### src/rtl/fetch_stage.sv
// Instruction-fetch stage and IF/ID pipeline register: owns the PC and applies ID-resolved
// stall/flush/redirects. A BOOT/RUN/HALT FSM covers the startup cycle and halt/fault.
module fetch_stage #(
   parameter int          IMEM_WORDS = 64,
   parameter logic [31:0] RESET_PC   = 32'h0000_0000
) (
   input  logic        clk,
   input  logic        reset,
   input  logic        stall,
   input  logic        flush,
   input  logic        branch_taken,
   input  logic [15:0] branch_offset,
   input  logic [1:0]  jump_sel,
   input  logic [25:0] jump_index,
   input  logic [31:0] jr_addr,
   output logic [31:0] imem_addr,
   input  logic [31:0] imem_data,
   output logic [31:0] id_instr,
   output logic [31:0] id_pc4,
   output logic        id_valid,
   output logic        halted,
   output logic        fault
);

   localparam logic [31:0] PC_LIMIT  = 32'(IMEM_WORDS * 4);
   localparam logic [31:0] HALT_WORD = 32'hFC00_0000;

   typedef enum logic [1:0] {S_BOOT, S_RUN, S_HALT} state_t;

   state_t      state_q, state_d;
   logic [31:0] pc_q, pc_d;
   logic [31:0] instr_q, instr_d;
   logic [31:0] pc4_q, pc4_d;
   logic        valid_q, valid_d;
   logic        halted_q, halted_d;
   logic        fault_q, fault_d;

   logic [31:0] br_tgt, j_tgt, tgt;
   logic        redirect, jr_bad;

   // Targets are formed from the instruction sitting in ID, hence id_pc4 not the live PC.
   assign br_tgt   = pc4_q + {{14{branch_offset[15]}}, branch_offset, 2'b00};
   assign j_tgt    = {pc4_q[31:28], jump_index, 2'b00};
   assign redirect = valid_q && (branch_taken || (jump_sel != 2'b00));
   assign jr_bad   = (jump_sel == 2'b10) && (jr_addr[1:0] != 2'b00);

   always_comb begin
      case (jump_sel)
         2'b00:   tgt = br_tgt;
         2'b10:   tgt = jr_addr;
         default: tgt = j_tgt;
      endcase
   end

   always_ff @(posedge clk or posedge reset) begin
      if (reset) begin
         state_q  <= S_BOOT;
         pc_q     <= RESET_PC;
         instr_q  <= 32'h0;
         pc4_q    <= 32'h0;
         valid_q  <= 1'b0;
         halted_q <= 1'b0;
         fault_q  <= 1'b0;
      end else begin
         state_q  <= state_d;
         pc_q     <= pc_d;
         instr_q  <= instr_d;
         pc4_q    <= pc4_d;
         valid_q  <= valid_d;
         halted_q <= halted_d;
         fault_q  <= fault_d;
      end
   end

   always_comb begin
      state_d  = state_q;
      pc_d     = pc_q;
      instr_d  = instr_q;
      pc4_d    = pc4_q;
      valid_d  = valid_q;
      halted_d = halted_q;
      fault_d  = fault_q;
      case (state_q)
         S_BOOT: state_d = S_RUN;
         S_RUN: begin
            if (pc_q >= PC_LIMIT) begin
               state_d  = S_HALT;
               halted_d = 1'b1;
               fault_d  = 1'b1;
               valid_d  = 1'b0;
            end else if (stall) begin
               // ID re-presents any redirect once the stall clears, so it is ignored here.
               if (flush) begin
                  valid_d = 1'b0;
                  instr_d = 32'h0;
               end
            end else if (redirect) begin
               pc_d    = tgt;
               valid_d = 1'b0;
               instr_d = 32'h0;
               if (jr_bad) begin
                  // Misaligned jr: keep the bad address in the PC for post-mortem.
                  state_d  = S_HALT;
                  halted_d = 1'b1;
                  fault_d  = 1'b1;
               end
            end else if (imem_data == HALT_WORD) begin
               state_d  = S_HALT;
               halted_d = 1'b1;
               valid_d  = 1'b0;
            end else begin
               instr_d = flush ? 32'h0 : imem_data;
               pc4_d   = pc_q + 32'd4;
               valid_d = ~flush;
               pc_d    = pc_q + 32'd4;
            end
         end
         default: ;
      endcase
   end

   assign imem_addr = pc_q;
   assign id_instr  = instr_q;
   assign id_pc4    = pc4_q;
   assign id_valid  = valid_q;
   assign halted    = halted_q;
   assign fault     = fault_q;

endmodule

### config.mk
export PLATFORM = sky130hd
export DESIGN_NAME = fetch_stage
export DESIGN_NICKNAME = d
export VERILOG_FILES = /design/src/rtl/fetch_stage.sv
export SDC_FILE = /design/constraint.sdc
export NUM_CORES = 1
export LEC_CHECK = 0
export CAP_MARGIN = 20
export CORE_MARGIN = 4
export CORE_UTILIZATION = 25
export DETAILED_ROUTE_END_ITERATION = 16
export PLACE_DENSITY = 0.57
export SYNTH_ARGS = -nofsm -noshare
export SYNTH_HDL_FRONTEND = slang
export SYNTH_SLANG_ARGS = --single-unit
### constraint.sdc
create_clock -name clk -period 3.7 [get_ports clk]
set_clock_uncertainty 0.15 [all_clocks]
set_input_delay 0.37 -clock clk [delete_from_list [all_inputs] [get_ports clk]]
set_output_delay 0.37 -clock clk [all_outputs]
set_load 0.02 [all_outputs]
==> results of run 1 <==
-- worst max-delay path, stage by stage --
cell and delay (ns):
clkdlybuf4s50_1 0.46, ha_1 0.16, inv_1 0.05, fa_1 0.40, nor2b_1 0.18, o2111ai_1 0.18
nand4b_1 0.19, a41o_1 0.23, o211ai_2 0.12, a21boi_1 0.24, o21a_1 0.17, nor3_1 0.06
a211o_1 0.29, a31o_1 0.21
-- cell usage after synthesis, types with 7 or more instances --
cell type | n | area [um^2]
a22o_1 | 38 | 333
a21oi_1 | 52 | 260
nor4_1 | 14 | 87.6
xor2_1 | 14 | 123
a21o_1 | 20 | 150
nor2b_1 | 27 | 169
nor2_1 | 32 | 120
nor3_1 | 9 | 45.0
dfrtp_1 | 101 | 2530
nand2b_1 | 15 | 93.8
clkbuf_1 | 17 | 63.8
o31ai_1 | 7 | 52.6
o21ai_0 | 45 | 225
xnor2_1 | 15 | 131
o21bai_1 | 10 | 75.1
mux2i_1 | 14 | 140
ha_1 | 31 | 388
inv_1 | 18 | 67.6
nand2_1 | 36 | 135
nand3_1 | 8 | 40.0
buf_2 | 9 | 45.0
-- power by group --
part	total [uW]	internal, uW	switching (uW)	leakage [uW]
clock network	927	462	466	0.000126
registers	1390	1270	128	0.00135
logic	1370	689	683	0.00231
total	3690	2420	1280	0.00378
-- per-layer routing --
layer	GRT usage [%]	share of wire (%)	vias to the layer above	wire length, um
met5	0	0.14	-	29
met4	4.69	1.8	4	372
met3	3.24	6.0	27	1260
met2	25.6	47	181	10000
met1	21.6	45	2618	9500
li1	-	-	2666	-
-- sequential cells by signal (all words and copies together), names as in the netlist --
| register | flops |
|---|---|
| imem_addr | 32 |
| id_pc4 | 32 |
| fault | 1 |
| state_q | 2 |
| id_valid | 1 |
| id_instr | 32 |
| halted | 1 |
-- worst max-delay path by stage --
| stage | start | to | slack (ns) |
|---|---|---|---|
| after floorplan | reset | fault | 0.53 |
| after global placement | branch_offset[0] | imem_addr[22] | 0.17 |
| after detailed placement | branch_offset[0] | imem_addr[22] | 0.14 |
| after CTS | branch_offset[0] | imem_addr[22] | 0.52 |
| after global routing | branch_offset[15] | imem_addr[29] | 0.33 |
| final | branch_offset[0] | imem_addr[22] | 0.49 |
-- cell type report --
type	instances	area, um^2
fillers	2351	14700
multi-input cells	461	3230
flip-flops and latches	101	2530
repair buffers	227	2230
well taps	319	399
clock buffers	10	229
inverters	18	70.1
clock inverters	6	45.0
-- logic make-up after synthesis --
group	count (synthesis)	share of synthesized area [%]
AO/OA/AOI/OAI	215	24.7
XOR/XNOR	29	4.26
adder cells (fa/ha/maj)	32	6.85
buffers and inverters	49	3.59
flip-flops	101	42.4
multiplexers	20	3.49
AND/OR/NAND/NOR	165	14.6
-- metrics by stage --
stage	util (%)	cell area, um^2	instances	power, uW	hold WS, ns
finish	37.2	8730	1142	3690	0.293
CTS	37.2	8730	1142	3760	0.316
floorplan	-	5960	611	2150	0.307
detailed placement	36.0	8460	1126	2800	0.307
global route	37.2	8730	1142	3930	0.341
global placement	36.0	8460	1126	2800	0.302
==> flow_summary.yaml, run 1 <==
route:
  ant_nets: 0
  dr.pass1.iters: 5
  drt_iter0_markers: 283
  wl_um: 21200
  vias: 5496
  drc: 0
  wl_per_cell_um: 18.5
  viasPerCell: 4.81
clock_tree:
  numCtsBuffers: 9
  post_cts_resized: 0
  hold_buffers: 0
  clkLatencyLatePin_ns: 0.35
  cts.sinks: 101
  cts_buffer_depth: 2
  post-cts-setup-buffer-count: 0
  h-tree-depth: 3
  clk_pin_slew_ns: 0.08
  clock-root-buffer: "clkbuf_16"
  cts_tree: "done"
sta:
  fin_setup_tns_ns: 0
  hold_violations: 0
  finalSetupViolCount: 0
  drv_slew: 0
  min_period_ns: 3.21
  setup_slack_ns: 0.488
  relSlewSlack_pct: 43.2
  period_share_pct: 86.8
  rsz0062_at_grt: "false"
  worstMarginPinSlew_ns: 0.851
  fmax_mhz: 311
logic_synthesis:
  synth_cells: 611
  syn_area_per_cell_um2: 9.75
  async_flop_share_pct: 100
  synth.cell_area_mm2: 0.00596
  synth_cell_type_count: 64
  syn_nets: 756
  yosysWarnings: 0
  ys_seq_elements: 101
  ys_seq_area_share_pct: 42.4
  synth_ff_type: "dfrtp_1"
  synth-edff-count: 0
critical_path:
  start_kind: "input port"
  cp-end-kind: "flop"
  required_ns: 3.80
  rrSetupSlack_ns: 0.59
  r2r_cells: 13
  r2r-start: "id_pc4[2]"
  path_max_fanout: 2
  arrival_ns: 3.31
  timing.rr.end: "imem_addr[22]"
  worstSetupPathType: "in -> reg"
floorplanning:
  num_rows: 56
  dieHeight_um: 162
  dieWidth_um: 162
  core_area_mm2: 0.0235
  start_util_pct: 25.4
  dieArea_mm2: 0.0264
  ios: 212
placement:
  preCtsSetupSlack_ns: 0.135
  port-buffer-count: 211
  dp_hpwl_um: 16000
  gp_congestion: 0.833
final_layout:
  area_growth_pct: 46.7
  mostFrequentLayoutCells: "209 x clkdlybuf4s50_1, 101 x dfrtp_1, 52 x a21oi_1, 45 x o21ai_0, 38 x a22o_1"
  layout_commonest_cell: "clkdlybuf4s50_1"
  nets: 963
  diodes: 0
  drive_gt1_share_pct: 7.17
pwr:
  irDropWorstVdd_mv: 0.188
  p_per_area_mw_per_mm2: 423
  power.leakage_uw: 0.00378
grt:
  grt_max_degree: 60
  antenna_found_initial: 2
  grt_pass1_vias: 5548
  grt_overflow: 0
  grt_usage_pct: 15.9
  grt_first_pass_wirelength_um: 32400
job:
  max_cap_viol_count: 0
run_status:
  status: "completed"
min_path:
  min-delay-path-class: "in -> async"
No activity file was read; power rests on OpenSTA's default activity.
==> inputs of run 2 (changes only) <==
--- a/config.mk
+++ b/config.mk
@@ -9,6 +9,7 @@
 export CORE_MARGIN = 4
 export CORE_UTILIZATION = 25
 export DETAILED_ROUTE_END_ITERATION = 16
+export MAX_ROUTING_LAYER = met4
 export PLACE_DENSITY = 0.57
 export SYNTH_ARGS = -nofsm -noshare
 export SYNTH_HDL_FRONTEND = slang
==> run 2 against run 1 <==
Flip-flop and latch count stayed put. Critical path depth unchanged. Die area unchanged. Critical path type unchanged. Largest power group unchanged.
==> flow_summary.yaml, run 2 (synthesis results as in run 1) <==
clock_tree:
  h-tree-depth: 3
  cts_buffer_depth: 2
  hold_buffers: 0
  cts.sinks: 101
  numCtsBuffers: 9
  clock-root-buffer: "clkbuf_16"
  cts_tree: "done"
  clk_pin_slew_ns: 0.08
  clkLatencyLatePin_ns: 0.35
  post_cts_resized: 0
  post-cts-setup-buffer-count: 0
placement:
  gp_congestion: 0.846
  preCtsSetupSlack_ns: 0.135
  port-buffer-count: 211
  dp_hpwl_um: 16000
route:
  wl_per_cell_um: 18.5
  dr.pass1.iters: 5
  wl_um: 21200
  viasPerCell: 4.76
  vias: 5451
  ant_nets: 0
  drt_iter0_markers: 269
  drc: 0
sta:
  drv_slew: 0
  worstMarginPinSlew_ns: 0.873
  setup_slack_ns: 0.497
  fin_setup_tns_ns: 0
  rsz0062_at_grt: "false"
  min_period_ns: 3.20
  hold_violations: 0
  relSlewSlack_pct: 41.7
  finalSetupViolCount: 0
  period_share_pct: 86.6
  fmax_mhz: 312
pwr:
  p_per_area_mw_per_mm2: 423
  power.leakage_uw: 0.00378
  irDropWorstVdd_mv: 0.189
grt:
  grt_overflow: 0
  grt_usage_pct: 16.3
  grt_pass1_vias: 5553
  grt_max_degree: 60
  antenna_found_initial: 2
  grt_first_pass_wirelength_um: 32400
floorplanning:
  num_rows: 56
  ios: 212
  dieHeight_um: 162
  dieArea_mm2: 0.0264
  core_area_mm2: 0.0235
  dieWidth_um: 162
  start_util_pct: 25.4
final_layout:
  area_growth_pct: 46.7
  nets: 963
  fillers: 2350
  drive_gt1_share_pct: 7.17
  layout_commonest_cell: "clkdlybuf4s50_1"
  seqCellArea_mm2: 0.00253
  multi_input_area_mm2: 0.00323
  mostFrequentLayoutCells: "209 x clkdlybuf4s50_1, 101 x dfrtp_1, 52 x a21oi_1, 45 x o21ai_0, 38 x a22o_1"
critical_path:
  arrival_ns: 3.30
  start_kind: "input port"
  r2r-start: "id_pc4[5]"
  rrSetupSlack_ns: 0.60
  cp-end-kind: "flop"
  timing.rr.end: "imem_addr[29]"
  r2r_cells: 12
  required_ns: 3.80
  path_max_fanout: 2
  worstSetupPathType: "in -> reg"
  crit_path_start: "branch_offset[0]"
min_path:
  min-delay-path-class: "in -> async"
job:
  max_cap_viol_count: 0
run_status:
  status: "completed"
[run 2: cell types whose count changed in the layout (fill, tap and decap cells not counted), sizes merged]
| cell | before | now |
|---|---|---|
| diode | 0 | 2 |
[run 2: where the power goes]
group	internal, uW	switching, uW
combinational	689	685
clock	462	463
sequential	1270	129
[run 2: metrics by stage]
| stage | total power, uW | hold WS [ns] | utilization [%] | std cells | area, um^2 |
|---|---|---|---|---|---|
| 6_report | 3690 | 0.287 | 37.2 | 1144 | 8740 |
| 2_1_floorplan | 2150 | 0.307 | - | 611 | 5960 |
| 4_1_cts | 3760 | 0.316 | 37.2 | 1142 | 8730 |
| 5_1_grt | 3930 | 0.346 | 37.2 | 1144 | 8740 |
| 3_5_place_dp | 2800 | 0.307 | 36.0 | 1126 | 8460 |
| 3_3_place_gp | 2800 | 0.302 | 36.0 | 1126 | 8460 |
[run 2: critical path, cell delays in order]
cell	delay (ns)
clkdlybuf4s50_1	0.46
ha_1	0.16
inv_1	0.05
fa_1	0.40
nor2b_1	0.18
o2111ai_1	0.17
nand4b_1	0.18
a41o_1	0.23
o211ai_2	0.12
a21boi_1	0.24
o21a_1	0.17
nor3_1	0.06
a211o_1	0.29
a31o_1	0.21
[run 2: worst max path at each step]
stage	to	slack, ns	cells after the start
finish	imem_addr[22]	0.50	14
global route	imem_addr[29]	0.31	13
CTS	imem_addr[22]	0.52	14
detailed placement	imem_addr[22]	0.14	14
global placement	imem_addr[22]	0.17	14
floorplan	fault	0.53	1
[run 2: metal layers]
layer  track usage (%)  wire length [um]
met5                 -                 0
met4              4.69               323
met3              2.89              1050
met2              25.6             10100
met1              21.8              9700
[run 2: cell type report]
type | count | share of cell area (%)
multi-input cells | 461 | 37.0
flip-flops and latches | 101 | 28.9
repair buffers | 227 | 25.6
well taps | 319 | 4.57
clock buffers | 10 | 2.62
inverters | 18 | 0.802
clock inverters | 6 | 0.515
diodes | 2 | 0.0573
